--- src/rtl/led_bit_encoder.sv ---
// WS2812 single-wire encoder: serializes 24-bit GRB words MSB first and generates the latch low period.
// Optional sticky inter-pixel gap flag `underrun` is built only when LED_ENC_UNDERRUN_EN is defined.
module led_bit_encoder #(
  parameter int T0H_CYCLES   = 40,
  parameter int T1H_CYCLES   = 80,
  parameter int BIT_CYCLES   = 125,
  parameter int RESET_CYCLES = 5000
) (
  input  logic        clk_100mhz,
  input  logic        sys_rst,
  input  logic [23:0] pixel_data,
  input  logic        pixel_valid,
  output logic        pixel_ready,
  input  logic        latch_req,
  output logic        busy,
  output logic        latch_done,
  output logic        signal_out,
`ifdef LED_ENC_UNDERRUN_EN
  output logic        underrun,
`endif
  output logic [1:0]  dbg_state
);

  // Handshake: a pixel moves on any cycle where pixel_valid && pixel_ready are both high;
  // pixel_ready never depends on pixel_valid, and pixel_data must be stable while pixel_valid is high.

  // The cycle counter must hold RESET_CYCLES in LATCH and BIT_CYCLES-1 in SEND.
  localparam int CW_RST = $clog2(RESET_CYCLES + 1);
  localparam int CW_BIT = $clog2(BIT_CYCLES);
  localparam int CW     = (CW_RST > CW_BIT) ? CW_RST : CW_BIT;

  localparam logic [CW-1:0] BIT_LAST = CW'(BIT_CYCLES - 1);
  localparam logic [CW-1:0] RST_LAST = CW'(RESET_CYCLES);
  localparam logic [CW-1:0] T0H      = CW'(T0H_CYCLES);
  localparam logic [CW-1:0] T1H      = CW'(T1H_CYCLES);

  typedef enum logic [1:0] {
    S_IDLE  = 2'd0,
    S_SEND  = 2'd1,
    S_LATCH = 2'd2
  } state_t;

  state_t        r_state;
  state_t        w_state_nxt;
  logic [23:0]   r_shift;
  logic [23:0]   w_shift_nxt;
  logic [4:0]    r_bit_idx;
  logic [4:0]    w_bit_idx_nxt;
  logic [CW-1:0] r_cyc;
  logic [CW-1:0] w_cyc_nxt;
  logic          r_latch_pending;
  logic          w_latch_pending_nxt;
  logic          r_signal_out;
  logic          w_signal_nxt;

  logic w_bit_end;
  logic w_pix_end;
  logic w_xfer;
  logic w_latch_end;
  logic w_pend;

  assign w_bit_end   = (r_cyc == BIT_LAST);
  assign w_pix_end   = (r_state == S_SEND) && w_bit_end && (r_bit_idx == 5'd0);
  assign pixel_ready = !r_latch_pending && !sys_rst && ((r_state == S_IDLE) || w_pix_end);
  assign w_xfer      = pixel_valid && pixel_ready;
  assign w_latch_end = (r_state == S_LATCH) && (r_cyc == RST_LAST);
  // A request arriving on the last cycle of a pixel counts as already pending.
  assign w_pend      = r_latch_pending || latch_req;

  always_comb begin
    w_state_nxt         = r_state;
    w_shift_nxt         = r_shift;
    w_bit_idx_nxt       = r_bit_idx;
    w_cyc_nxt           = r_cyc;
    w_latch_pending_nxt = r_latch_pending;

    if (latch_req && (r_state != S_LATCH)) begin
      w_latch_pending_nxt = 1'b1;
    end

    case (r_state)
      S_IDLE: begin
        if (w_xfer) begin
          w_state_nxt   = S_SEND;
          w_shift_nxt   = pixel_data;
          w_bit_idx_nxt = 5'd23;
          w_cyc_nxt     = '0;
        end else if (w_pend) begin
          w_state_nxt = S_LATCH;
          w_cyc_nxt   = '0;
        end
      end
      S_SEND: begin
        if (!w_bit_end) begin
          w_cyc_nxt = r_cyc + 1'b1;
        end else if (r_bit_idx != 5'd0) begin
          w_cyc_nxt     = '0;
          w_shift_nxt   = {r_shift[22:0], 1'b0};
          w_bit_idx_nxt = r_bit_idx - 5'd1;
        end else if (w_xfer) begin
          w_shift_nxt   = pixel_data;
          w_bit_idx_nxt = 5'd23;
          w_cyc_nxt     = '0;
        end else begin
          w_cyc_nxt   = '0;
          w_state_nxt = w_pend ? S_LATCH : S_IDLE;
        end
      end
      S_LATCH: begin
        if (w_latch_end) begin
          w_state_nxt         = S_IDLE;
          w_cyc_nxt           = '0;
          w_latch_pending_nxt = 1'b0;
        end else begin
          w_cyc_nxt = r_cyc + 1'b1;
        end
      end
      default: begin
        w_state_nxt = S_IDLE;
        w_cyc_nxt   = '0;
      end
    endcase

    // Line level is computed from next-cycle state so it lines up with the counter it reflects.
    w_signal_nxt = (w_state_nxt == S_SEND) &&
                   (w_cyc_nxt < (w_shift_nxt[23] ? T1H : T0H));
  end

  always_ff @(posedge clk_100mhz) begin
    if (sys_rst) begin
      r_state         <= S_IDLE;
      r_shift         <= '0;
      r_bit_idx       <= '0;
      r_cyc           <= '0;
      r_latch_pending <= 1'b0;
      r_signal_out    <= 1'b0;
    end else begin
      r_state         <= w_state_nxt;
      r_shift         <= w_shift_nxt;
      r_bit_idx       <= w_bit_idx_nxt;
      r_cyc           <= w_cyc_nxt;
      r_latch_pending <= w_latch_pending_nxt;
      r_signal_out    <= w_signal_nxt;
    end
  end

  assign signal_out = r_signal_out;
  assign busy       = (r_state != S_IDLE) || r_latch_pending;
  assign latch_done = w_latch_end;
  assign dbg_state  = r_state;

`ifdef LED_ENC_UNDERRUN_EN
  // A pixel ending with nothing queued behind it and no latch coming is a gap inside the frame.
  logic w_underrun_set;
  logic r_underrun;

  assign w_underrun_set = w_pix_end && !w_xfer && !w_pend;

  always_ff @(posedge clk_100mhz) begin
    if (sys_rst) begin
      r_underrun <= 1'b0;
    end else if (w_latch_end) begin
      r_underrun <= 1'b0;
    end else if (w_underrun_set) begin
      r_underrun <= 1'b1;
    end
  end

  assign underrun = r_underrun;
`endif

endmodule
--- config.mk ---
export PLATFORM = sky130hd
export DESIGN_NAME = led_bit_encoder
export DESIGN_NICKNAME = d
export VERILOG_FILES = /design/src/rtl/led_bit_encoder.sv
export SDC_FILE = /design/constraint.sdc
export NUM_CORES = 1
export LEC_CHECK = 0
export ABC_AREA = 1
export CORE_ASPECT_RATIO = 1.75
export CORE_MARGIN = 10
export CORE_UTILIZATION = 37
export DETAILED_ROUTE_END_ITERATION = 12
export GPL_TIMING_DRIVEN = 0
export PLACE_DENSITY = 0.55
export SYNTH_ARGS = -nofsm -noshare
export SYNTH_HDL_FRONTEND = slang
export SYNTH_SLANG_ARGS = --single-unit
--- constraint.sdc ---
create_clock -name clk_100mhz -period 2.4 [get_ports clk_100mhz]
set_input_delay 0.48 -clock clk_100mhz [delete_from_list [all_inputs] [get_ports clk_100mhz]]
set_output_delay 0.48 -clock clk_100mhz [all_outputs]
set_load 0.1 [all_outputs]
# Yosys cells after proc, flatten, opt, wreduce, memory -nomap -nowiden
# Index checks and enable logic that the tools add are counted.
# classes
addsub	2
n_lt_le_gt_ge	1
n_eq_ne	7
n_mux	25
reduce_logical	19
# op_table
cell	count
24-bit two-way mux	3
13-bit two-way mux	4
24-bit one-hot mux with 2 select lines	1
13-bit one-hot mux with 3 select lines	1
5-bit two-way mux	3
2-bit two-way mux	7
13-bit by 1-bit adder with 13-bit output (second input constant)	1
13-bit == test (second input constant)	1
13-bit by 7-bit == test with 1-bit output (second input constant)	1
13-bit by 7-bit less-than comparator with 1-bit output	1
5-bit one-hot mux with 2 select lines	1
1-bit logical AND	8
7-bit two-way mux	1
2-bit one-hot mux with 3 select lines	1
5-bit zero test	1
5-bit nonzero test	1
5-bit by 1-bit subtractor with 5-bit output (second input constant)	1
2-bit by 1-bit == test with 1-bit output (second input constant)	2
2-bit != test (second input constant)	2
2-bit nonzero test	2
1-bit logical OR	3
1-bit two-way mux	3
2-bit == test (second input constant)	1
1-bit zero test	2
other kinds (2)	2
# word_totals
register_bits	46
in_bits	28
out_inout_bits	6
wordCells	61

# Depth between registers and ports, before layout
# depth
ltp_word	13
ltp_mapped	21
ltp_nobuf	21

# Worst setup path after synthesis
# OpenSTA, ideal clock, no wires.
# synth_timing
kind	register to register
start	reg r_state[1] (netlist: dbg_state[1])
end	reg r_shift[9]
setup_time_ns	0.057
arrival_ns	3.265
required_time_ns	2.343
setup_slack_ns	-0.922
path_stages_with_launch	7
path_buffers	0
synth_period_minus_slack_ns	3.322
path_cell_list	dfxtp_1 > nor3_1 > a21boi_1 > nand3_1 > o211ai_1 > o211ai_1 > inv_1
# synth_via
elab_chain_cells	10
word_cells_on_any_way	14
classes_between	eq/ne: 2; mux: 4; reduce/logical: 8
# synth_rtl
item	line	rtl
start, declared	43	state_t r_state;
start signal, assigned	138	r_state <= w_state_nxt;
2-bit by 1-bit == test with 1-bit output	63	assign w_pix_end = (r_state == S_SEND) && w_bit_end && (r_bit_idx == 5'd0);
1-bit logical AND (2 in a row)	63	
1-bit logical OR (*)	64	assign pixel_ready = !r_latch_pending && !sys_rst && ((r_state == S_IDLE) || w_pix_end);
1-bit logical AND (*)	64	
net pixel_ready	13	output logic pixel_ready,
1-bit logical AND (*)	65	assign w_xfer = pixel_valid && pixel_ready;
24-bit two-way mux (*)	--	
24-bit two-way mux (2 in a row)	--	
24-bit one-hot mux with 2 select lines (*)	81	case (r_state)
end signal, assigned	139	r_shift <= w_shift_nxt;
end, declared	45	logic [23:0] r_shift;
# Mark *: on every way through the listed nets, which the timed path passes. The rest lies on a longest branch. The select of a mux whose other input is x is not followed.
# A chain may end at the register's enable or synchronous reset.

# Final worst setup path
# layout_timing
start	in sys_rst
end	reg r_signal_out (netlist: signal_out)
# layout_via
elab_chain_cells	11
word_cells_on_any_way	19
classes_between	order compare: 1; eq/ne: 1; mux: 12; reduce/logical: 5
# layout_rtl
item	line	rtl
start, declared	10	input logic sys_rst,
1-bit zero test	64	
1-bit logical AND (2 in a row)	64	
1-bit logical AND	65	
24-bit two-way mux	83, 100	
24-bit two-way mux	96	end else if (r_bit_idx != 5'd0) begin
24-bit two-way mux	94	if (!w_bit_end) begin
24-bit one-hot mux with 2 select lines	81	
7-bit two-way mux	126	(w_cyc_nxt < (w_shift_nxt[23] ? T1H : T0H));
13-bit by 7-bit less-than comparator with 1-bit output	126	
1-bit logical AND	125	w_signal_nxt = (w_state_nxt == S_SEND) &&
end signal, assigned	143	r_signal_out <= w_signal_nxt;
end, declared	53	logic r_signal_out;
# Parallel ways exist; a longest one is shown, timed or not. The select of a mux whose other input is x is not followed.

==> summary.md <==
| Metric | Value |
|---|---|
| Status | finished with violations |
| Failing checks | setup timing |
| Crit path kind | in2reg |
| RSZ-0062 raised after global routing | yes |
| H-tree depth | 2 |
| Setup Skew | 0.00816 ns |
| FP Rows | 42 |
| Setup_tns | -0.0969 ns |
| Die area | between 0.01 and 0.015 sq mm |
| Detailed router's first-iteration violation count | approximately 130 |
| Avg Inst Size Synth | around 6.4 sq um |
| Wire per inst | roughly 15 um |
| Antenna violations before repair | 0 |
| Max_slew headroom | 0.351 |
| First-pass iteration count of the detailed router | 4 |
| Async S/R FF share, synth | 0 |
| Routability Congestion | between 0.8 and 0.9 |
| Max-cap violation count | 0 |
| IO Pins | 34 |
| Peak supply drop | roughly 0.35 mV |
| CTS tree | done |
| Static leakage | roughly 1.7 nW |
| Slowest-stage cell, CP | clkdlybuf4s50_1 |
| Synthesis-stage register bit count | 46 |
| Netlist cell types | 38 |
| Root buffer cell | clkbuf_16 |
| Synth Warn # | 0 |
| Arr. time, crit path | about 2.7 ns |
| Ant. Diodes | 0 |
| Crit. End Element | flip-flop |
| Fin nets | between 500 and 600 |
| Cell Chain, Critical Path | clkdlybuf4s50_1, nor3_2, nand4_1, nand2_2, nand2_2, nand2_2, nand2_4, ha_4, a21oi_2, nand2_1, nor2_1, nand4_1, a21oi_2 |
| CTS Hold Buffers Added | 0 |
| Drt drc | 0 |
| Core Region | roughly 0.0076 sq mm |
| Layout area overhead | 29.5% |
| Worst min-delay path category | reg2reg |
| Gate Count Post-Synth | approximately 460 |
| Seq/Total Area, Yosys | 0.317 |
| Placed insts | slightly below 600 |
| Cell Count, Final, Fillers Out | 599 |
| Final Hold Violating Endpoints | 0 |
| Total grt overflow | 0 |
| Pwr/cell area | about 640 mW/mm^2 |
| Max incr delay on CP | between 0.4 and 0.5 ns |
| Antenna viol nets, final | 0 |
| Fin crit period | about 2.5 ns |
| WL final | 8800 um |
| Vias in the first global route | between 2,000 and 3,000 |
| CP Launch Type | primary input |
| Mapped Nets | slightly below 500 |
| Clock Latency Late Sink | about 0.30 ns |
| Clk sinks | 46 |
| Max Fclk | roughly 0.40 GHz |
| Setup-failing EPs final | 1 |
| Clock buffer count from CTS | 5 |
| Total track usage | 0.152 |
| Worst slew pin tran | 0.971 ns |
| First-pass GRT wire length | between 10,000 and 15,000 um |
| Vias post-DR | ~3,000 |
| Main synth FF type | dfxtp_1 |
| Crit path required time | ~2.6 ns |
| Final setup margin | -0.0969 ns |
| Layout cells sized above 1 | 0.162 |
| Initial Utilization | 0.382 |
| Post-Syn Area | 0.00291 sq mm |
| Final period util | 1.04 |
| Clk pin slew, worst setup/hold paths | 0.07 ns |
| Vias per cell | just over 5 |
| Die W | roughly 87 um |
| CP Max Fanout | 4 |
| CTS max path bufs | 2 |
| Post-synth EDFFs | 0 |
| Largest net degree at the start of global routing | 15 |
| Post-DP HPWL | between 6000 and 7000 um |
| Crit-path most repeated cell | nand2_2 |
| Die height | about 140 um |
| I/O Buffers | 33 |
| Slew Limit Fails | 0 |
==> path summary, 6_finish.rpt <==
check,start,to,slack (ns),cells after the start
setup / recovery,sys_rst,signal_out$_SDFF_PP0_,-0.1,13
hold / removal,r_shift[6]$_SDFFE_PP0P_,r_shift[7]$_SDFFE_PP0P_,0.46,2
setup reg to reg,r_cyc[0]$_SDFFE_PP0P_,signal_out$_SDFF_PP0_,-0.09,21
hold reg to reg,r_shift[6]$_SDFFE_PP0P_,r_shift[7]$_SDFFE_PP0P_,0.46,2
==> report_power, final <==
group / switching, mW / internal [mW]
logic: 0.467 / 0.283
clock network: 0.321 / 0.493
registers: 0.0325 / 0.814
total: 0.820 / 1.59
==> cell type report <==
cell class	instances	area (sq um)
plain buffers	18	95.1
clock buffers	6	129
clock inverters	2	37.5
fillers	792	3850
inverters	79	299
multi-input cells	314	1730
flip-flops and latches	46	926
well taps	88	110
repair buffers	46	444
==> layer usage <==
metal	part of all wire	vias up	GRT usage
met5	0	-	0
met4	0.015	0	0.0470
met3	0.039	8	0.0296
met2	0.55	52	0.290
met1	0.39	1376	0.159
li1	-	1575	-
==> cell usage after synthesis, types with 2 or more instances <==
cell / number / area share
nand2_1: 105 / 0.14
inv_1: 73 / 0.094
nor2_1: 49 / 0.063
dfxtp_1: 46 / 0.32
nand3_1: 30 / 0.052
a21oi_1: 24 / 0.041
o21ai_0: 23 / 0.040
o211ai_1: 19 / 0.049
clkbuf_1: 10 / 0.013
o22ai_1: 10 / 0.022
ha_1: 7 / 0.030
buf_2: 5 / 0.0086
inv_2: 5 / 0.0065
nand2_2: 5 / 0.011
nand4_1: 5 / 0.011
o21ai_1: 5 / 0.0086
xor2_1: 5 / 0.015
nor3_1: 4 / 0.0069
nor2_2: 3 / 0.0065
nor4_1: 3 / 0.0065
or2_2: 3 / 0.0065
buf_6: 2 / 0.0077
==> critical path, delay by kind of cell <==
family / cells / cell delay [ns]
buf+inv: 1 / 0.49
fa+ha+maj: 1 / 0.22
compound gates: 2 / 0.26
simple gates: 9 / 1.28
==> sequential cells by signal (all words and copies together), names as in the netlist <==
register	cells
signal_out	1
r_bit_idx	5
r_shift	24
r_cyc	13
dbg_state	2
r_latch_pending	1
==> what timing repair did <==
item / 4_1_cts / 5_1_grt
gates resized for setup: 41 / 25
pin swaps: 14 / 16
endpoints found under the setup margin: 5 / 10
setup buffers: 11 / 2
==> cell usage in the layout, fill, tap and decap left out, drive strengths merged <==
| cell type | instances |
|---|---|
| nand4 | 5 |
| nand3 | 32 |
| nor2 | 53 |
| a211oi | 1 |
| nand2 | 111 |
| clkinvlp | 1 |
| dlygate4sd2 | 1 |
| a21oi | 25 |
| bufinv | 1 |
| ha | 7 |
| a31oi | 1 |
| clkbuf | 16 |
| nor3 | 4 |
| or2 | 4 |
| a2111oi | 1 |
| clkinv | 1 |
| xor2 | 5 |
| o21ai | 28 |
| inv | 78 |
| o211ai | 19 |
| a21boi | 1 |
| o221ai | 1 |
| o22ai | 10 |
| a31o | 1 |
| nor4 | 3 |
| buf | 24 |
| xnor2 | 1 |
| dfxtp | 46 |
| clkdlybuf4s50 | 29 |
| o31ai | 1 |
==> per-stage QoR <==
step / hold slack (ns) / power, mW / cell area (sq um) / util / setup WS, ns
3_5_place_dp: 0.456 / 1.52 / 3370 / 0.442 / -1.08
5_1_grt: 0.496 / 2.55 / 3770 / 0.495 / -0.237
3_3_place_gp: 0.457 / 1.51 / 3370 / 0.442 / -1.07
2_1_floorplan: 0.442 / 1.32 / 2930 / - / 0.0172
6_report: 0.464 / 2.41 / 3770 / 0.495 / -0.0969
4_1_cts: 0.468 / 2.40 / 3690 / 0.484 / -0.140
==> cells by family after synthesis <==
logic type,Yosys count,share of synthesized area
buffers and inverters,97,0.134
adders and majority gates,7,0.0301
and+or+nand+nor,212,0.317
DFF,46,0.317
xor gates and xnor gates,6,0.0181
AOI/OAI and AO/OA,89,0.184
Power figures use the tool's default switching activity.
